`src/rtl/usb_tx_serializer_if.sv`:
```
// rtl/usb_tx_serializer_if.sv - byte-in / bit-out handshake bundle for the USB TX serializer
//
// Purpose: groups the upstream byte handshake, the downstream encoder bit
// handshake and the packet status flags of usb_tx_serializer.
// Ports (signals):
//   byte_in[7:0], byte_valid, byte_last  : packet byte from the source
//   byte_ready                           : holding register empty
//   bit_out, bit_valid, bit_last         : current bit presented to the JK encoder
//   bit_ack                              : encoder consumed the current bit
//   done, underrun, busy                 : packet status
// Modports: master = source/encoder side, slave = serializer side.
interface usb_tx_serializer_if;
  logic [7:0] byte_in;
  logic       byte_valid;
  logic       byte_last;
  logic       byte_ready;
  logic       bit_out;
  logic       bit_valid;
  logic       bit_last;
  logic       bit_ack;
  logic       done;
  logic       underrun;
  logic       busy;

  modport master (
    output byte_in, byte_valid, byte_last, bit_ack,
    input  byte_ready, bit_out, bit_valid, bit_last, done, underrun, busy
  );

  modport slave (
    input  byte_in, byte_valid, byte_last, bit_ack,
    output byte_ready, bit_out, bit_valid, bit_last, done, underrun, busy
  );
endinterface

```
`src/rtl/usb_tx_serializer.sv`:
```
// rtl/usb_tx_serializer.sv - LSB-first USB bit serializer with bit stuffing
//
// Purpose: takes packet bytes through a one-entry holding register, shifts
// them out LSB first to a JK encoder and inserts a 0 stuff bit after every
// run of STUFF_LEN consecutive 1 data bits (run tracked across byte
// boundaries within a packet).
// Ports:
//   clk36  : clock, rising edge
//   reset  : asynchronous, active-high
//   io     : usb_tx_serializer_if.slave (byte handshake, bit handshake, status)
module usb_tx_serializer #(
  parameter int STUFF_LEN = 6
) (
  input  logic               clk36,
  input  logic               reset,
  usb_tx_serializer_if.slave io
);

  typedef enum logic [1:0] {S_IDLE, S_SEND, S_STUFF, S_WAIT} state_e;

  localparam logic [2:0] STUFF_CNT = 3'(STUFF_LEN);
  localparam logic [2:0] STUFF_PRE = 3'(STUFF_LEN - 1);

  state_e     state_q, state_d;
  logic [7:0] hold_data_q, hold_data_d;
  logic       hold_full_q, hold_full_d;
  logic       hold_last_q, hold_last_d;
  logic [7:0] shift_q, shift_d;
  logic       shift_last_q, shift_last_d;
  logic [2:0] bit_cnt_q, bit_cnt_d;
  logic [2:0] ones_q, ones_d;
  logic       done_q, done_d;
  logic       underrun_q, underrun_d;

  logic [2:0] ones_inc;
  logic       load;
  logic       byte_end;

  assign ones_inc = shift_q[0] ? ones_q + 3'd1 : 3'd0;

  always_ff @(posedge clk36 or posedge reset) begin
    if (reset) begin
      state_q      <= S_IDLE;
      hold_data_q  <= 8'd0;
      hold_full_q  <= 1'b0;
      hold_last_q  <= 1'b0;
      shift_q      <= 8'd0;
      shift_last_q <= 1'b0;
      bit_cnt_q    <= 3'd0;
      ones_q       <= 3'd0;
      done_q       <= 1'b0;
      underrun_q   <= 1'b0;
    end else begin
      state_q      <= state_d;
      hold_data_q  <= hold_data_d;
      hold_full_q  <= hold_full_d;
      hold_last_q  <= hold_last_d;
      shift_q      <= shift_d;
      shift_last_q <= shift_last_d;
      bit_cnt_q    <= bit_cnt_d;
      ones_q       <= ones_d;
      done_q       <= done_d;
      underrun_q   <= underrun_d;
    end
  end

  always_comb begin
    state_d      = state_q;
    hold_data_d  = hold_data_q;
    hold_full_d  = hold_full_q;
    hold_last_d  = hold_last_q;
    shift_d      = shift_q;
    shift_last_d = shift_last_q;
    bit_cnt_d    = bit_cnt_q;
    ones_d       = ones_q;
    done_d       = 1'b0;
    underrun_d   = 1'b0;
    load         = 1'b0;
    byte_end     = 1'b0;

    case (state_q)
      S_IDLE: begin
        if (hold_full_q) begin
          load      = 1'b1;
          bit_cnt_d = 3'd0;
          ones_d    = 3'd0;
          state_d   = S_SEND;
        end
      end
      S_SEND: begin
        if (io.bit_ack) begin
          // The data bit is consumed here even if a stuff bit follows; the
          // wrapped bit count (0) then marks a pending byte end in STUFF.
          shift_d   = {1'b0, shift_q[7:1]};
          bit_cnt_d = bit_cnt_q + 3'd1;
          if (ones_inc == STUFF_CNT) begin
            ones_d  = 3'd0;
            state_d = S_STUFF;
          end else begin
            ones_d   = ones_inc;
            byte_end = (bit_cnt_q == 3'd7);
          end
        end
      end
      S_STUFF: begin
        if (io.bit_ack) begin
          byte_end = (bit_cnt_q == 3'd0);
          state_d  = S_SEND;
        end
      end
      S_WAIT: begin
        if (hold_full_q) begin
          load    = 1'b1;
          state_d = S_SEND;
        end
      end
      default: state_d = S_IDLE;
    endcase

    if (byte_end) begin
      if (shift_last_q) begin
        state_d = S_IDLE;
        done_d  = 1'b1;
      end else if (hold_full_q) begin
        load    = 1'b1;
        state_d = S_SEND;
      end else begin
        state_d    = S_WAIT;
        underrun_d = 1'b1;
      end
    end

    // Load needs a full holding register, accept needs an empty one, so the
    // two never collide on the same edge.
    if (load) begin
      shift_d      = hold_data_q;
      shift_last_d = hold_last_q;
      hold_full_d  = 1'b0;
    end else if (io.byte_valid && !hold_full_q) begin
      hold_data_d = io.byte_in;
      hold_last_d = io.byte_last;
      hold_full_d = 1'b1;
    end
  end

  always_comb begin
    io.byte_ready = !hold_full_q;
    io.bit_valid  = 1'b0;
    io.bit_out    = 1'b0;
    io.bit_last   = 1'b0;
    io.done       = done_q;
    io.underrun   = underrun_q;
    io.busy       = (state_q != S_IDLE);
    case (state_q)
      S_SEND: begin
        io.bit_valid = 1'b1;
        io.bit_out   = shift_q[0];
        // Final data bit is only last when it does not trigger a stuff bit.
        io.bit_last  = shift_last_q && (bit_cnt_q == 3'd7) &&
                       !(shift_q[0] && (ones_q == STUFF_PRE));
      end
      S_STUFF: begin
        io.bit_valid = 1'b1;
        io.bit_last  = shift_last_q && (bit_cnt_q == 3'd0);
      end
      default: ;
    endcase
  end

endmodule
```
`src/flat_wrapper.sv`:
```
// flat-port wrapper written by rule: the top's interface ports become plain ports
module usb_tx_serializer_flat 
#(
  parameter int STUFF_LEN = 6
)
  (clk36, reset, io_byte_in, io_byte_valid, io_byte_last, io_bit_ack, io_byte_ready, io_bit_out, io_bit_valid, io_bit_last, io_done, io_underrun, io_busy);
  usb_tx_serializer_if io_i ();
  input  logic clk36;
  input  logic reset;
  input wire logic [$bits(io_i.byte_in)-1:0] io_byte_in;
  input wire logic [$bits(io_i.byte_valid)-1:0] io_byte_valid;
  input wire logic [$bits(io_i.byte_last)-1:0] io_byte_last;
  input wire logic [$bits(io_i.bit_ack)-1:0] io_bit_ack;
  output wire logic [$bits(io_i.byte_ready)-1:0] io_byte_ready;
  output wire logic [$bits(io_i.bit_out)-1:0] io_bit_out;
  output wire logic [$bits(io_i.bit_valid)-1:0] io_bit_valid;
  output wire logic [$bits(io_i.bit_last)-1:0] io_bit_last;
  output wire logic [$bits(io_i.done)-1:0] io_done;
  output wire logic [$bits(io_i.underrun)-1:0] io_underrun;
  output wire logic [$bits(io_i.busy)-1:0] io_busy;
  assign io_i.byte_in = io_byte_in;
  assign io_i.byte_valid = io_byte_valid;
  assign io_i.byte_last = io_byte_last;
  assign io_i.bit_ack = io_bit_ack;
  assign io_byte_ready = io_i.byte_ready;
  assign io_bit_out = io_i.bit_out;
  assign io_bit_valid = io_i.bit_valid;
  assign io_bit_last = io_i.bit_last;
  assign io_done = io_i.done;
  assign io_underrun = io_i.underrun;
  assign io_busy = io_i.busy;
  usb_tx_serializer #(.STUFF_LEN(STUFF_LEN)) u_core (.clk36(clk36), .reset(reset), .io(io_i));
endmodule
```
`config.mk`:
```
export PLATFORM = sky130hd
export DESIGN_NAME = usb_tx_serializer_flat
export DESIGN_NICKNAME = d
export VERILOG_FILES = /design/src/rtl/usb_tx_serializer_if.sv /design/src/rtl/usb_tx_serializer.sv /design/src/flat_wrapper.sv
export SDC_FILE = /design/constraint.sdc
export NUM_CORES = 1
export LEC_CHECK = 0
export ABC_AREA = 1
export CAP_MARGIN = 20
export CORE_MARGIN = 2
export CORE_UTILIZATION = 48
export DETAILED_ROUTE_END_ITERATION = 12
export PLACE_DENSITY = 0.68
export SETUP_SLACK_MARGIN = 0.15
export SLEW_MARGIN = 25
export SYNTH_ARGS = -nofsm -noshare
export SYNTH_HDL_FRONTEND = slang
export SYNTH_SLANG_ARGS = --single-unit
export TNS_END_PERCENT = 10
```
`constraint.sdc`:
```
create_clock -name clk36 -period 1.9 [get_ports clk36]
set_input_delay 0.38 -clock clk36 [delete_from_list [all_inputs] [get_ports clk36]]
set_output_delay 0.38 -clock clk36 [all_outputs]
set_load 0.01 [all_outputs]
```
## Yosys cells after proc, flatten, opt, wreduce, memory -nomap -nowiden

Cells that the tools add are included.

| storage, ports and cells | value |
|---|---|
| word-level logic and storage cells | 82 |
| input port bits | 13 |
| output and inout port bits | 7 |
| register bits | 29 |

| cells by class | value |
|---|---|
| mux-type cells | 37 |
| equality and inequality tests | 12 |
| reduce and logical (&&, ||, !) cells | 20 |
| add/sub/neg operators | 2 |
| bitwise gates (word level) | 1 |

Operators with widths:

| cell | count |
|---|---|
| $mux 8 | 3 |
| $mux 1 | 17 |
| $mux 3 | 5 |
| $mux 2 | 7 |
| $pmux 3 s2 | 2 |
| $reduce_bool 2->1 | 5 |
| $eq 3x3->1 const B | 3 |
| $add 3x1->3 const B | 2 |
| $ne 3x1->1 const B | 2 |
| $ne 3x2->1 const B | 2 |
| $pmux 2 s3 | 1 |
| $logic_and 1x1->1 | 5 |
| $eq 2x2->1 const B | 2 |
| $pmux 1 s2 | 2 |
| $reduce_and 2->1 | 2 |
| $reduce_and 4->1 | 1 |
| $reduce_or 2->1 | 2 |
| $logic_not 3->1 | 1 |
| $reduce_and 3->1 | 1 |
| $eq 2x1->1 const B | 1 |
| $logic_not 1->1 | 2 |
| $logic_not 2->1 | 1 |
| $ne 2x1->1 const B | 1 |
| $ne 2x2->1 const B | 1 |
| $not 1->1 | 1 |

## Logic depth before layout (Yosys ltp)

| depth | value |
|---|---|
| depth after elaboration | 9 |
| depth in mapped cells | 14 |
| depth with buffers taken out | 14 |

## Least setup slack after synthesis

OpenSTA, ideal clock, no wires.

| timing path | value |
|---|---|
| path type | reg-to-output |
| start | register u_core.state_q[0] |
| end | output port io_bit_last |
| path buffers | 1 |
| data arrival time | 1313 ps |
| slack | 207 ps |
| data required time | 1520 ps |
| cell stages (with the launch flop) | 6 |
| path through | dfrtp_1 -> inv_1 -> ha_1 -> buf_2 -> inv_1 -> a211oi_1 |

| on the way | value |
|---|---|
| cells in the longest elaborated chain, start to end | 2 |

Ends and longest elaborated chain:

| element | RTL line | RTL |
|---|---|---|
| from (decl) | usb_tx_serializer.sv:24 | `state_e state_q, state_d;` |
| from (signal assigned) | usb_tx_serializer.sv:54 | `state_q <= state_d;` |
| $eq 2x2->1 or $eq 2x1->1 (tied branches) | usb_tx_serializer.sv:154 | `case (state_q)` |
| $pmux 1 s2 * | usb_tx_serializer.sv:154 |  |
| to (decl) | flat_wrapper.sv:17 | `output wire logic [$bits(io_i.bit_last)-1:0] io_bit_last;` |

Every way passes the cells marked *; elsewhere a longest branch is shown, timed or not.

## Final worst setup path

| timing path | value |
|---|---|
| start | register u_core.ones_q[1] |
| end | output port io_bit_last |

| on the way | value |
|---|---|
| cells in the longest elaborated chain, start to end | 5 |

Ends and longest elaborated chain:

| element | RTL line | RTL |
|---|---|---|
| from (decl) | usb_tx_serializer.sv:31 | `logic [2:0] ones_q, ones_d;` |
| from (signal assigned) | usb_tx_serializer.sv:61 | `ones_q <= ones_d;` |
| $eq 3x3->1 | usb_tx_serializer.sv:160 | `!(shift_q[0] && (ones_q == STUFF_PRE));` |
| $logic_and 1x1->1 | usb_tx_serializer.sv:160 |  |
| $logic_not 1->1 | usb_tx_serializer.sv:160 |  |
| $logic_and 1x1->1 | usb_tx_serializer.sv:159 | `io.bit_last = shift_last_q && (bit_cnt_q == 3'd7) &&` |
| $pmux 1 s2 | usb_tx_serializer.sv:154 |  |

Every way passes these cells.

==> run_results.csv <==
group,metric,value,unit
sta,setup_viol,0,
critical_path,arrival,1510,ps
cells_and_area,final_common_cell,"nand2_1",
cells_and_area,num-nets-final,252,
flow_run,maxCapViolCount,0,
routing,first_iter_violations,47,
die,coreArea,3078,um2
global_route,antenna_found_initial,0,
power_and_ir_drop,power_leakage,1.095,nW
status,status,"finished clean",
clock_network,clkSinkCount,29,
synthesis,ys_types,24,
critical_path,r2r-start,"u_core.ones_q[0]",
power_and_ir_drop,power_density,1676,nW/um2
die,initial_core_util,50.98,%
clock_network,clk_latency,330,ps
power_and_ir_drop,vdd_drop_max,0.7978,mV
cells_and_area,utilization,69.80,%
synthesis,synthCells,195,
die,dieArea,3742,um2
clock_network,cts_buffer_depth,2,
cells_and_area,final_cell_mix,"nand2_1, dfrtp_1, inv_1, nand3_1, clkdlybuf4s50_1",
routing,firstDrtPassIters,4,
synthesis,synth_area_per_cell,8.046,um2
synthesis,synth-seq-cells,29,
sta,min_period,1892,ps
die,ios,20,
die,num_rows,20,
clock_network,cts_hold_buf,0,
global_route,grt_pass1_vias,1307,
routing,antenna_left,0,
routing,drc,0,
critical_path,crit_required,1520,ps
critical_path,reg2reg_setup_slack,140,ps
routing,dr_total_vias,1383,
sta,grt_setup_unrepaired,"yes",
die,dieHeight,61.18,um
die,die_x,61.18,um
placed_design,preCtsSetupSlack,-73.63,ps
placed_design,gp_congestion,0.7905,
global_route,grt_usage,22.08,%
sta,fin_skew,10.04,ps
clock_network,root_buffer,"clkbuf_4",
sta,fin_crit_sh,99.60,%
critical_path,start_kind,"flop",
synthesis,synthesis.nets,216,
placed_design,portBuffers,19,
sta,tightest_slew,386.7,ps
synthesis,netlist_area,1569,um2
sta,fmax,0.5285,GHz
sta,slew_headroom,74.16,%
critical_path,critPathCaptureType,"output port",
placed_design,place_area,1877,um2
critical_path,reg2reg_depth,12,
sta,hold_viol,0,
sta,fin_ws,7.686,ps
routing,totalWireLength,3646,um
sta,hold_ws,412.3,ps
global_route,grt_pass1_wl,5809,um
clock_network,htreeDepth,2,
global_route,grt_overflow_total,0,
critical_path,critical_path_peak_fanout,2,
cells_and_area,diodes,0,
cells_and_area,syn_to_final_growth,36.92,%
cells_and_area,fin_area,2148,um2
clock_network,clk_pin_slew,100,ps
hold_path,hold_class,"input pin to asynchronous set/reset pin",
critical_path,critical_path_class,"flop to output port",
routing,wl_per_cell,13.26,um
clock_network,cts_tree,"yes",
synthesis,yosysWarnings,0,
critical_path,rr_endpoint,"u_core.shift_q[5]",
placed_design,dpl.hpwl,2553,um
sta,report.final.slew_viol_count,0,
global_route,grt_start_max_net_pins,30,
synthesis,synth-seq-area-share,46.25,%
cells_and_area,layout-drive-gt1-share,30.30,%
routing,viasPerCell,5.029,
clock_network,cts_inserted_buffers,5,
## worst max-delay path by stage
stage / startpoint / end / slack [ps] / depth (start not counted)
6_report: u_core.ones_q[1] / io_bit_last / 8 / 6
4_1_cts: u_core.bit_cnt_q[1] / io_bit_last / -40 / 5
3_5_place_dp: u_core.ones_q[1] / io_bit_last / -70 / 6
2_1_floorplan: u_core.state_q[0] / io_bit_last / 210 / 5
5_1_grt: u_core.bit_cnt_q[1] / io_bit_last / -40 / 5
3_3_place_gp: u_core.state_q[0] / io_bit_last / 20 / 5
## sequential cells by signal, summed over array words and instances, names as in the netlist
| signal | flops |
|---|---|
| u_core.io.underrun | 1 |
| u_core.shift_last_q | 1 |
| u_core.ones_q | 3 |
| u_core.hold_data_q | 8 |
| u_core.state_q | 2 |
| u_core.bit_cnt_q | 3 |
| u_core.io.done | 1 |
| u_core.hold_last_q | 1 |
| u_core.hold_full_q | 1 |
| u_core.shift_q | 8 |
## per-layer routing
metal	global-route usage, %	vias up	share of wire, %
li1	-	690	-
met1	26.79	652	43
met2	36.63	39	52
met3	5.042	2	4.4
met4	11.49	0	0.47
met5	0	-	0
## per-stage QoR
stage / setup TNS (ps) / cells / total power (W)
2_1_floorplan: 0 / 195 / 0.002190
3_3_place_gp: 0 / 265 / 0.002670
3_5_place_dp: -73.63 / 265 / 0.002772
4_1_cts: -38.35 / 275 / 0.003385
5_1_grt: -43.63 / 275 / 0.003888
6_report: 0 / 275 / 0.003600
## Yosys cell counts, drive strengths merged
| cell | count | area (um2) |
|---|---|---|
| ha | 8 | 100.1 |
| o21bai | 1 | 7.510 |
| nor2 | 12 | 45.04 |
| mux2 | 2 | 22.52 |
| buf | 5 | 27.53 |
| inv | 31 | 116.4 |
| a22oi | 1 | 7.510 |
| o2111ai | 1 | 8.760 |
| dfrtp | 29 | 725.7 |
| o211ai | 2 | 15.01 |
| nand2 | 59 | 244.0 |
| a21oi | 8 | 43.79 |
| o32ai | 1 | 8.760 |
| nand3 | 23 | 115.1 |
| nand4 | 3 | 33.78 |
| o21ai | 8 | 40.04 |
| a211oi | 1 | 7.510 |
## worst max-delay path: stages, from the launching register on
cell and delay, ps:
dfrtp_1 400, inv_2 90, ha_4 120, nand2_1 60
o211ai_1 260, a211oi_2 100, buf_2 150
## what timing repair did
action                                 CTS  global route
pin swaps                                7            19
setup buffers                            3             0
endpoints found under the hold margin    0             0
resized for setup                       43            26
setup endpoints to repair               16            17
## report_power, final
group / total (W) / switching, W / internal, W
logic: 0.00213 / 0.00123 / 0.000897
registers: 0.00108 / 0.000182 / 0.000898
clock network: 0.000390 / 0.000217 / 0.000173
total: 0.00360 / 0.00163 / 0.00197
## logic make-up after synthesis
| group | count (synthesis) | synth area share, % |
|---|---|---|
| fa+ha+maj | 8 | 6.380 |
| simple gates | 97 | 27.91 |
| mux | 2 | 1.435 |
| flops | 29 | 46.25 |
| buf+inv | 36 | 9.171 |
| compound gates | 23 | 8.852 |
## layout make-up
class	instances	area, um2
fill	260	929.6
multi-input combinational	130	873.3
sequential	29	726.9
timing repair buffer	34	317.8
inverter	31	116.4
tap	44	55.05
clock buffer	6	51.30
clock inverter	1	7.507
(Power assumes the default switching activity.)
